==> config.mk <==
export PLATFORM = sky130hd
export DESIGN_NAME = ctlr_responder
export DESIGN_NICKNAME = d
export VERILOG_FILES = /design/src/rtl/ctlr_responder.sv
export SDC_FILE = /design/constraint.sdc
export NUM_CORES = 1
export LEC_CHECK = 0
export BUFFER_PORTS_ARGS = -buffer_cell sky130_fd_sc_hd__buf_2
export CAP_MARGIN = 10
export CORE_MARGIN = 3
export CORE_UTILIZATION = 60
export CTS_CLUSTER_DIAMETER = 60
export DETAILED_ROUTE_END_ITERATION = 6
export PLACE_DENSITY = 0.79
export SYNTH_ARGS = -nofsm -noshare
export SYNTH_HDL_FRONTEND = slang
export SYNTH_SLANG_ARGS = --single-unit
==> constraint.sdc <==
create_clock -name clock -period 5.2 [get_ports clock]
set_input_delay 1.04 -clock clock [delete_from_list [all_inputs] [get_ports clock]]
set_output_delay 1.04 -clock clock [all_outputs]
set_load 0.02 [all_outputs]
==> src/rtl/ctlr_responder.sv <==
// Player-side emulation of the NES standard controller (4021 shift register).
// Synchronizes, debounces and turbo-gates board buttons, then serializes a latched snapshot.
module ctlr_responder #(
   parameter logic [15:0] DEBOUNCE_CYCLES = 16'd50000,
   parameter logic [23:0] TURBO_PERIOD    = 24'd400000
) (
   input  logic       clock,
   input  logic       reset_n,
   input  logic       stall,
   input  logic       ctlr_latch,
   input  logic       ctlr_rd,
   input  logic [7:0] buttons_raw,
   input  logic [1:0] turbo_en,
   output logic       ctlr_data,
   output logic [7:0] buttons_db
);

   typedef enum logic [1:0] {
      ST_LATCHED   = 2'd0,
      ST_SHIFTING  = 2'd1,
      ST_EXHAUSTED = 2'd2
   } state_t;

   // A and B are suppressed during the off half of the turbo square wave.
   function automatic logic [7:0] apply_turbo(input logic [7:0] db,
                                              input logic [1:0] en,
                                              input logic       phase);
      logic [7:0] eff;
      eff    = db;
      eff[0] = db[0] & (~en[0] | phase);
      eff[1] = db[1] & (~en[1] | phase);
      return eff;
   endfunction

   logic [7:0]  sync1_q, sync2_q;
   logic [7:0]  prev_q;
   logic [7:0]  db_q, db_d;
   logic [15:0] db_cnt_q, db_cnt_d;
   logic [15:0] db_cnt_inc_s;
   logic [23:0] turbo_cnt_q, turbo_cnt_d;
   logic        turbo_phase_q, turbo_phase_d;
   state_t      state_q, state_d;
   logic [7:0]  shreg_q, shreg_d;
   logic [3:0]  bit_cnt_q, bit_cnt_d;
   logic        data_q, data_d;
   logic [7:0]  eff_s;

   // Two-flop synchronizer; keeps running through stall.
   always_ff @(posedge clock or negedge reset_n) begin
      if (!reset_n) begin
         sync1_q <= 8'h00;
         sync2_q <= 8'h00;
      end else begin
         sync1_q <= buttons_raw;
         sync2_q <= sync1_q;
      end
   end

   // Debounce: the first cycle of a new synchronized value counts as stable cycle zero.
   always_comb begin
      db_d         = db_q;
      db_cnt_d     = db_cnt_q;
      db_cnt_inc_s = 16'd0;
      if (sync2_q != db_q) begin
         if (sync2_q != prev_q) begin
            db_cnt_inc_s = 16'd0;
         end else if (db_cnt_q == 16'hFFFF) begin
            db_cnt_inc_s = 16'hFFFF;
         end else begin
            db_cnt_inc_s = db_cnt_q + 16'd1;
         end
         if (db_cnt_inc_s == (DEBOUNCE_CYCLES - 16'd1)) begin
            db_d     = sync2_q;
            db_cnt_d = 16'd0;
         end else begin
            db_cnt_d = db_cnt_inc_s;
         end
      end else begin
         db_cnt_d = 16'd0;
      end
   end

   // Turbo square wave generator.
   always_comb begin
      turbo_cnt_d   = turbo_cnt_q;
      turbo_phase_d = turbo_phase_q;
      if (turbo_cnt_q >= (TURBO_PERIOD - 24'd1)) begin
         turbo_cnt_d   = 24'd0;
         turbo_phase_d = ~turbo_phase_q;
      end else begin
         turbo_cnt_d = turbo_cnt_q + 24'd1;
      end
   end

   assign eff_s = apply_turbo(db_q, turbo_en, turbo_phase_q);

   // Serial protocol FSM; a high latch level overrides every state and any read.
   always_comb begin
      state_d   = state_q;
      shreg_d   = shreg_q;
      bit_cnt_d = bit_cnt_q;
      if (ctlr_latch) begin
         state_d   = ST_LATCHED;
         shreg_d   = ~eff_s;
         bit_cnt_d = 4'd0;
      end else begin
         case (state_q)
            ST_LATCHED: begin
               state_d = ST_SHIFTING;
            end
            ST_SHIFTING: begin
               if (ctlr_rd) begin
                  shreg_d   = {1'b1, shreg_q[7:1]};
                  bit_cnt_d = bit_cnt_q + 4'd1;
                  if (bit_cnt_q == 4'd7) begin
                     state_d = ST_EXHAUSTED;
                  end else begin
                     state_d = ST_SHIFTING;
                  end
               end else begin
                  state_d = ST_SHIFTING;
               end
            end
            ST_EXHAUSTED: begin
               state_d = ST_EXHAUSTED;
            end
            default: begin
               state_d   = ST_EXHAUSTED;
               shreg_d   = 8'hFF;
               bit_cnt_d = 4'd0;
            end
         endcase
      end
      if (state_d == ST_EXHAUSTED) begin
         data_d = 1'b1;
      end else begin
         data_d = shreg_d[0];
      end
   end

   // Main state registers; stall freezes everything downstream of the synchronizer.
   always_ff @(posedge clock or negedge reset_n) begin
      if (!reset_n) begin
         prev_q        <= 8'h00;
         db_q          <= 8'h00;
         db_cnt_q      <= 16'd0;
         turbo_cnt_q   <= 24'd0;
         turbo_phase_q <= 1'b0;
         state_q       <= ST_EXHAUSTED;
         shreg_q       <= 8'hFF;
         bit_cnt_q     <= 4'd0;
         data_q        <= 1'b1;
      end else if (!stall) begin
         prev_q        <= sync2_q;
         db_q          <= db_d;
         db_cnt_q      <= db_cnt_d;
         turbo_cnt_q   <= turbo_cnt_d;
         turbo_phase_q <= turbo_phase_d;
         state_q       <= state_d;
         shreg_q       <= shreg_d;
         bit_cnt_q     <= bit_cnt_d;
         data_q        <= data_d;
      end else begin
         prev_q        <= prev_q;
         db_q          <= db_q;
         db_cnt_q      <= db_cnt_q;
         turbo_cnt_q   <= turbo_cnt_q;
         turbo_phase_q <= turbo_phase_q;
         state_q       <= state_q;
         shreg_q       <= shreg_q;
         bit_cnt_q     <= bit_cnt_q;
         data_q        <= data_q;
      end
   end

   assign ctlr_data  = data_q;
   assign buttons_db = db_q;

endmodule
# == Word level (Yosys, flattened, before mapping) ==
# Cells that the tools add are included.
# classes
n_reduce_logical,5
bitwise,9
eq_ne,10
order_cmp,1
muxes,17
n_addsub,3
# op_table
op,n
16-bit 2-to-1 mux,5
"16-bit == test, second input constant",2
"24-bit by 1-bit adder with 24-bit output, second input constant",1
"24-bit by 19-bit >= comparator with 1-bit output, second input constant",1
24-bit 2-to-1 mux,1
"16-bit by 1-bit adder with 16-bit output, second input constant",1
8-bit 2-to-1 mux,2
8-bit inequality test,2
8-bit case mux with 2 select lines,1
4-bit 2-to-1 mux,2
8-bit inverter,1
4-bit case mux with 2 select lines,1
2-bit 2-to-1 mux,3
3-bit AND reduction,2
"4-bit by 1-bit adder with 4-bit output, second input constant",1
"2-bit == test, second input constant",2
"4-bit by 3-bit == test with 1-bit output, second input constant",1
1-bit inverter,4
2-bit case mux with 2 select lines,1
"3-bit inequality test, second input constant",1
1-bit AND,2
"2-bit by 1-bit == test with 1-bit output, second input constant",1
2-bit logical NOT,1
"2-bit by 1-bit inequality test with 1-bit output, second input constant",1
other kinds (4),5
# totals
inputBits,15
register_bits,88
out_inout_bits,9
word_cells,57

# == Depth between registers and ports, before layout ==
# Gate-level depths: netlist (run 1).
# logic_depth
word_depth,7
depth_mapped,8
mapped_depth_nobuf,7

# == Least setup slack after synthesis (run 1) ==
# Ideal clock, no wire load.
# synth_timing
path_kind,register to register
from,reg db_cnt_q[0]
to,reg db_cnt_q[2]
t_arrival_ns,2.399
n_path_buf,0
required_time_ns,5.066
path_slack_ns,2.667
path_stages_with_launch,8
path_cell_list,dfrtp_1 > ha_1 > nand2b_1 > or4_1 > nor4_2 > or4b_4 > nor4_4 > o221ai_2
# synth_via
elab_chain_cells,7
elab_cells_between_ends,8
cone_classes,add/sub (1); eq/ne (2); mux (5)
# synth_rtl
element,line,text
"start, declared",38,"logic [15:0] db_cnt_q, db_cnt_d;"
"start signal, assigned",156,db_cnt_q <= db_cnt_d;
"start signal, assigned",166,db_cnt_q <= db_cnt_q;
16-bit by 1-bit adder with 16-bit output or 16-bit == test (tied branches),"70, 67",
16-bit 2-to-1 mux (*),67,end else if (db_cnt_q == 16'hFFFF) begin
16-bit 2-to-1 mux (*),65,if (sync2_q != prev_q) begin
16-bit 2-to-1 mux (*),64,if (sync2_q != db_q) begin
16-bit == test,72,if (db_cnt_inc_s == (DEBOUNCE_CYCLES - 16'd1)) begin
16-bit 2-to-1 mux (*),72,
16-bit 2-to-1 mux (*),64,
# Mark *: on every way between the ends. The rest lies on a longest branch, timed or not. The select of a mux whose other input is x is not followed.
# A chain may end at the register's enable or synchronous reset.

# == Worst setup path after layout (run 1) ==
# layout_timing
from,reg db_cnt_q[0]
to,"reg db_q[1], in the netlist buttons_db[1]"
# layout_via
elab_chain_cells,6
elab_cells_between_ends,7
cone_classes,add/sub (1); eq/ne (2); mux (3); reduce/logical (1)
# layout_rtl
element,line,text
16-bit by 1-bit adder with 16-bit output or 16-bit == test (tied branches),"70, 67",
16-bit 2-to-1 mux (*),67,
16-bit 2-to-1 mux (*),65,
16-bit 2-to-1 mux (*),64,
16-bit == test (*),72,
3-bit AND reduction (no source line) (*),-,
"end signal, assigned",165,db_q <= db_q;
"end, declared",37,"logic [7:0] db_q, db_d;"
# Marks and branches as above.

==> results of run 1 <==
## synth_stat cells (all sizes together) (9+ instances only)
cell | instances | area, sq um
xnor2 | 16 | 140
dfstp | 10 | 263
nand4 | 16 | 100
clkbuf | 14 | 52.6
xor2 | 23 | 201
mux2 | 16 | 180
nor4 | 10 | 96.4
inv | 14 | 52.6
nor3 | 9 | 50.1
nand3 | 16 | 85.1
a21oi | 19 | 95.1
nand2 | 39 | 149
o21ai | 21 | 105
dfrtp | 78 | 1950
nor2 | 45 | 169
## power groups by stage
stage / logic [W] / registers (W) / clock network (W)
after detailed placement: 0.000114 / 0.000788 / 0
after global routing: 0.000130 / 0.000783 / 0.000500
after global placement: 0.000109 / 0.000786 / 0
after floorplan: 0.0000787 / 0.000778 / 0
after CTS: 0.000115 / 0.000775 / 0.000472
final: 0.000113 / 0.000777 / 0.000461
## layout by cell type, fill, tap and decap left out, drive strengths merged, types with 8 or more instances in the layout
cell    count
dfrtp      78
nor2       45
nand2      39
buf        26
xor2       23
o21ai      21
a21oi      19
nand4      16
xnor2      16
nand3      16
mux2       16
inv        14
clkbuf     11
dfstp      10
nor4       10
nor3        9
and2        8
## layout make-up
class	count	area, sq um
Inverter	14	52.6
Multi-Input combinational cell	311	2030
Timing Repair Buffer	26	140
Tap cell	96	120
Fill cell	535	2190
Clock buffer	11	131
Clock inverter	5	58.8
Sequential cell	88	2210
## worst reg2reg max path, stage by stage (launching register included)
cell and delay [ns]:
dfrtp_1 0.46, ha_1 0.36, nand3_1 0.34, nor3_1 0.39
mux2i_1 0.33, and4_1 0.27, nand3_2 0.22, mux2_1 0.38
## cells by family after synthesis
logic type,share of synthesized area [%]
AND/OR/NAND/NOR,19.7
flip-flops,50.5
AO/OA/AOI/OAI,13.3
XOR/XNOR,7.78
buffers and inverters,3.16
multiplexers,4.79
adder cells (fa/ha/maj),0.856
## metrics by stage
| step | utilization [%] | cells | hold slack (ns) | total power (W) | setup WS [ns] |
|---|---|---|---|---|---|
| floorplan | - | 433 | 0.331 | 0.000857 | 2.67 |
| global placement | 65.7 | 535 | 0.331 | 0.000895 | 2.27 |
| detailed placement | 65.7 | 535 | 0.341 | 0.000902 | 2.22 |
| CTS | 68.4 | 551 | 0.360 | 0.00136 | 2.40 |
| global route | 68.4 | 551 | 0.369 | 0.00141 | 2.11 |
| finish | 68.4 | 551 | 0.355 | 0.00135 | 2.34 |
## per-layer routing
| layer | vias up | wire length [microns] | track usage (%) |
|---|---|---|---|
| li1 | 1590 | - | - |
| met2 | 101 | 4320 | 35.6 |
| met3 | 10 | 438 | 4.89 |
| met4 | 0 | 128 | 9.42 |
| met5 | - | 0 | 0 |
| met1 | 1640 | 4090 | 32.4 |
## flip-flops by register name, indices dropped and copies added, names as in the netlist
signal and cells:
sync1_q 8, shreg_q 8, bit_cnt_q 4, turbo_phase_q 1, db_cnt_q 16, state_q 2
sync2_q 8, buttons_db 8, ctlr_data 1, turbo_cnt_q 24, prev_q 8
## path summary, 6_finish.rpt
path / startpoint / end / slack [ns]
setup / recovery: db_cnt_q[0] / buttons_db[1] / 2.34
hold / removal: sync1_q[0] / sync2_q[0] / 0.36
setup reg to reg: db_cnt_q[0] / buttons_db[1] / 2.34
hold reg to reg: sync1_q[0] / sync2_q[0] / 0.36
max in group asynchronous: reset_n / turbo_cnt_q[23] / 3.59
min in group asynchronous: reset_n / bit_cnt_q[3] / 0.69
==> out/metrics.yaml, run 1 <==
floorplan:
  die_x_microns: 91.5
  pin_count: 24
  initial_utilization_pct: 63.2
  core_sq_mm: 0.00694
  rows: 30
  die_h_microns: 91.5
  dieArea_sq_mm: 0.00838
route:
  routed_wirelength_microns: 8980
  viasPerCell: 6.06
  drtPass1Iterations: 4
  drcViolationCount: 0
  drt-initial-drc-count: 209
  avgRoutedWirePerCell_microns: 16.3
  num_vias: 3341
  drtAntennaViolNets: 0
placed_design:
  gp_congestion: 0.878
  hpwl_microns: 6050
  io_buffers: 23
  placed_area_sq_mm: 0.00456
timing:
  slew_violations: 0
  period_share_pct: 55.1
  tns_ns: 0
  relSlewSlack_pct: 46.3
  hold_violations: 0
  worst_pin_slew_ns: 0.805
  clock_skew_ns: 0.0122
  setup_viol: 0
  min_period_ns: 2.86
  rsz0062_at_grt: "false"
  max_freq_mhz: 349
clock_tree:
  clk_latency_ns: 0.35
  numCtsBuffers: 9
  cts_buffer_depth: 2
  cts_root_buffer: "clkbuf_8"
  postCtsSetupRepairBufs: 0
  cts_hold_buf: 0
  cts_tree: "yes"
  cts_max_level: 3
  post_cts_resized: 0
  clk_pin_slew_ns: 0.09
  cts.sinks: 88
synth:
  synthFlopType: "dfrtp_1"
  avgSynthCellArea_sq_um: 10.1
  synth-seq-cells: 88
  synth_edf_count: 0
  syn_area_sq_mm: 0.00439
  syn_inst: 433
  yosysWarnings: 0
  ys_seq_area_share_pct: 50.5
  synth_cell_types: 55
  synth-async-reset-ratio_pct: 100
  synth_fp_nets: 451
layout:
  fin_area_sq_mm: 0.00475
  nets: 468
  area_delta_synth_final_pct: 8.30
  num_antenna_cells: 0
  drive_gt1_share_pct: 14.9
grt:
  grt_pass1_vias: 3214
  antenna_found_initial: 0
  grt_pass1_wl_microns: 15500
  grt_overflow: 0
  grt_use_total_pct: 23.3
  grt_max_degree: 49
critical_path:
  cp_data_required_time_ns: 5.43
  r2r_cells: 7
  critPathBufInv: 0
  crit_chain: "ha_1 -> nand3_1 -> nor3_1 -> mux2i_1 -> and4_1 -> nand3_2 -> mux2_1"
  critical_path.max_fanout: 8
  critPathKind: "flip-flop to flip-flop"
  slowest_stage: "dfrtp_1"
  crit_arrival_ns: 3.09
  cp_top_family: "simple AND/OR/NAND/NOR gates"
  critPathLaunchType: "flip-flop"
  cp.depth: 7
  slowest_delay_ns: 0.46
  end_kind: "flip-flop"
power_and_ir_drop:
  vdd_drop_max_v: 0.000222
  p_sw_share_pct: 25.5
  internal_power_w: 0.00101
  power.share.clock_pct: 34.1
  power.leakage_nw: 2.01
  share_seq_of_total_power_pct: 57.5
  powerDensity_mw_per_mm2: 284
  netSwitchingPower_w: 0.000344
  combPwrFrac_pct: 8.4
hold_path:
  min_path_cells: 0
  hold_path_class: "flip-flop to flip-flop"
job:
  cap_violations: 0
status:
  status: "finished, final reports clean"
No activity file was read; power rests on OpenSTA's default activity.
==> run 2, diff against run 1 <==
--- a/config.mk
+++ b/config.mk
@@ -5,13 +5,14 @@
 export SDC_FILE = /design/constraint.sdc
 export NUM_CORES = 1
 export LEC_CHECK = 0
+export ABC_AREA = 1
 export BUFFER_PORTS_ARGS = -buffer_cell sky130_fd_sc_hd__buf_2
 export CAP_MARGIN = 10
 export CORE_MARGIN = 3
 export CORE_UTILIZATION = 60
 export CTS_CLUSTER_DIAMETER = 60
 export DETAILED_ROUTE_END_ITERATION = 6
-export PLACE_DENSITY = 0.79
+export PLACE_DENSITY = 0.78
 export SYNTH_ARGS = -nofsm -noshare
 export SYNTH_HDL_FRONTEND = slang
 export SYNTH_SLANG_ARGS = --single-unit
==> constraint.sdc (replaced) <==
create_clock -name clock -period 2.9 [get_ports clock]
set_input_delay 0.58 -clock clock [delete_from_list [all_inputs] [get_ports clock]]
set_output_delay 0.58 -clock clock [all_outputs]
set_load 0.02 [all_outputs]
==> run 2 against run 1 <==
Net effect: critical path depth is 5 higher; worst hold slack worse by 0.19 ns; via count increased by 13%; synthesized area grew 4.6%.
==> out/metrics.yaml, run 2 <==
clock_tree:
  clk_pin_slew_ns: 0.09
  post_cts_resized: 0
  postCtsSetupRepairBufs: 0
  cts_buffer_depth: 2
  cts_hold_buf: 0
  numCtsBuffers: 9
  cts_root_buffer: "clkbuf_8"
  cts_max_level: 3
  clk_latency_ns: 0.35
  cts_tree: "yes"
  cts.sinks: 88
floorplan:
  die_x_microns: 93.5
  core_sq_mm: 0.00733
  die_h_microns: 93.5
  initial_utilization_pct: 62.6
  pin_count: 24
  dieArea_sq_mm: 0.00874
  rows: 31
synth:
  synth_compound_area_share_pct: 6.89
  synth_adder_area_share_pct: 0.817
  syn_area_sq_mm: 0.00459
  synth_cell_types: 37
  synthFlopType: "dfrtp_1"
  synth_largest_area_cell: "dfrtp_1"
  netlist.area_leader.share_pct: 42.5
  yosys-top-cells-area: "dfrtp_1 43%, nand2_1 14%, dfstp_2 5.7%, inv_1 5.5%, nand3_1 5.0%"
  synthSimpleGateAreaFrac_pct: 32.6
  synth_edf_count: 0
  syn_inst: 580
  synth-seq-cells: 88
  synth_top_family_by_area: "simple AND/OR/NAND/NOR gates"
  synth-async-reset-ratio_pct: 100
  avgSynthCellArea_sq_um: 7.92
  ys_seq_area_share_pct: 48.2
  synth_mux_area_share_pct: 0
  synth_common_cells: "172 x nand2_1, 78 x dfrtp_1, 67 x inv_1"
  synth_fp_nets: 598
  yosysWarnings: 0
  synth_xor_area_share_pct: 4.77
  yosysMostFrequentCell: "nand2_1"
grt:
  grt_pass1_wl_microns: 16400
  grt_overflow: 0
  antenna_found_initial: 0
  grt_use_total_pct: 23.5
  grt_max_degree: 58
  grt_pass1_vias: 3688
critical_path:
  slowest_delay_ns: 0.41
  cp_top_family: "simple AND/OR/NAND/NOR gates"
  cp_data_required_time_ns: 3.15
  cpMostUsedCell: "nand2_1"
  critPathLaunchType: "flip-flop"
  crit_arrival_ns: 2.39
  critPathBufInv: 1
  critical_path.max_fanout: 8
  end_kind: "flip-flop"
  crit_chain: "ha_1 -> nand2_1 -> nor2_2 -> nand2_4 -> o21ai_1 -> nand3_1 -> nor2_1 -> inv_1 -> nor2_4 -> nand3_4 -> nand2_1 -> nand2_1"
  critPathKind: "flip-flop to flip-flop"
  slowest_stage: "dfrtp_1"
timing:
  rsz0062_at_grt: "false"
  worst_pin_slew_ns: 0.487
  period_share_pct: 73.9
  setup_viol: 0
  max_freq_mhz: 467
  slew_violations: 0
  min_period_ns: 2.14
  relSlewSlack_pct: 67.5
  hold_violations: 0
  tns_ns: 0
  setup_ws_ns: 0.758
  hold-worst-slack_ns: 0.164
  clock_skew_ns: 0.00933
layout:
  largest_register_ff_count: 24
  top_regs: "turbo_cnt_q (24), db_cnt_q (16)"
  drive_gt1_share_pct: 13.4
  regMostFlops: "turbo_cnt_q"
  mostFrequentLayoutCell: "nand2_1"
  nets: 626
  fin_area_sq_mm: 0.00502
  final_cell_mix: "172 x nand2_1, 78 x dfrtp_1, 67 x inv_1, 55 x nor2_1, 46 x nand3_1"
  post-route-util_pct: 68.5
  area_delta_synth_final_pct: 9.35
  num_antenna_cells: 0
hold_path:
  hold_path_class: "primary input to asynchronous set/reset pin"
route:
  avgRoutedWirePerCell_microns: 13.5
  drtAntennaViolNets: 0
  routed_wirelength_microns: 9640
  viasPerCell: 5.30
  drt-initial-drc-count: 220
  drtPass1Iterations: 4
  drcViolationCount: 0
  num_vias: 3771
status:
  status: "finished, final reports clean"
power_and_ir_drop:
  powerDensity_mw_per_mm2: 492
  power.leakage_nw: 2.55
  vdd_drop_max_v: 0.000409
placed_design:
  gp_congestion: 0.943
  hpwl_microns: 7100
  io_buffers: 23
  dp_slack_ns: 0.806
  placed_area_sq_mm: 0.00483
job:
  cap_violations: 0
[run 2: cell types whose count changed after synthesis, moves of 8 or more]
cell	previous run	this run
nor2_1	45	55
mux2_2	8	0
o21ai_0	21	33
inv_1	14	67
mux2_1	8	0
a21oi_1	19	8
nand3_1	15	46
nand2_1	38	172
[run 2: layer usage]
metal,up-vias,wire [microns],global-route usage (%)
li1,1904,-,-
met3,19,261,3.38
met1,1789,4450,30.4
met4,0,214,8.91
met5,-,0,0
met2,59,4720,40.0
[run 2: cell families (layout without fill, tap and decap cells)]
group	Yosys count	after routing
buffers and inverters	81	114
and+or+nand+nor	326	326
adders and majority gates	3	3
AOI/OAI and AO/OA	57	57
DFF	88	88
xor gates and xnor gates	25	25
[run 2: stage by stage]
| stage | total power (W) | std cells |
|---|---|---|
| floorplan | 0.00157 | 580 |
| global placement | 0.00165 | 696 |
| detailed placement | 0.00167 | 696 |
| CTS | 0.00248 | 712 |
| global route | 0.00258 | 712 |
| finish | 0.00247 | 712 |
[run 2: path summary, 6_finish.rpt]
kind | slack (ns) | cells past startpoint | from | to
max | 0.76 | 12 | db_cnt_q[0] | buttons_db[5]
min | 0.16 | 1 | reset_n | bit_cnt_q[3]
max reg2reg | 0.76 | 12 | db_cnt_q[0] | buttons_db[5]
min reg2reg | 0.35 | 0 | sync1_q[3] | sync2_q[3]
max in group asynchronous | 2.12 | 2 | reset_n | sync1_q[5]
min in group clock | 0.33 | 1 | buttons_raw[6] | sync1_q[6]
[run 2: area by class of cell]
cell class                 instances  area [sq um]
clock inverter                     6          61.3
inverter                          72           270
tap                               99           124
multi-input combinational        411          2070
sequential                        88          2210
clock buffer                      10           128
fill                             562          2310
timing repair buffer              26           153
[run 2: where the power goes]
group / leakage (nW) / switching, W / internal [W]
Clock: 0.0960 / 0.000427 / 0.000396
Combinational: 1.37 / 0.000148 / 0.0000947
Sequential: 1.09 / 0.0000781 / 0.00133
Total: 2.55 / 0.000653 / 0.00182
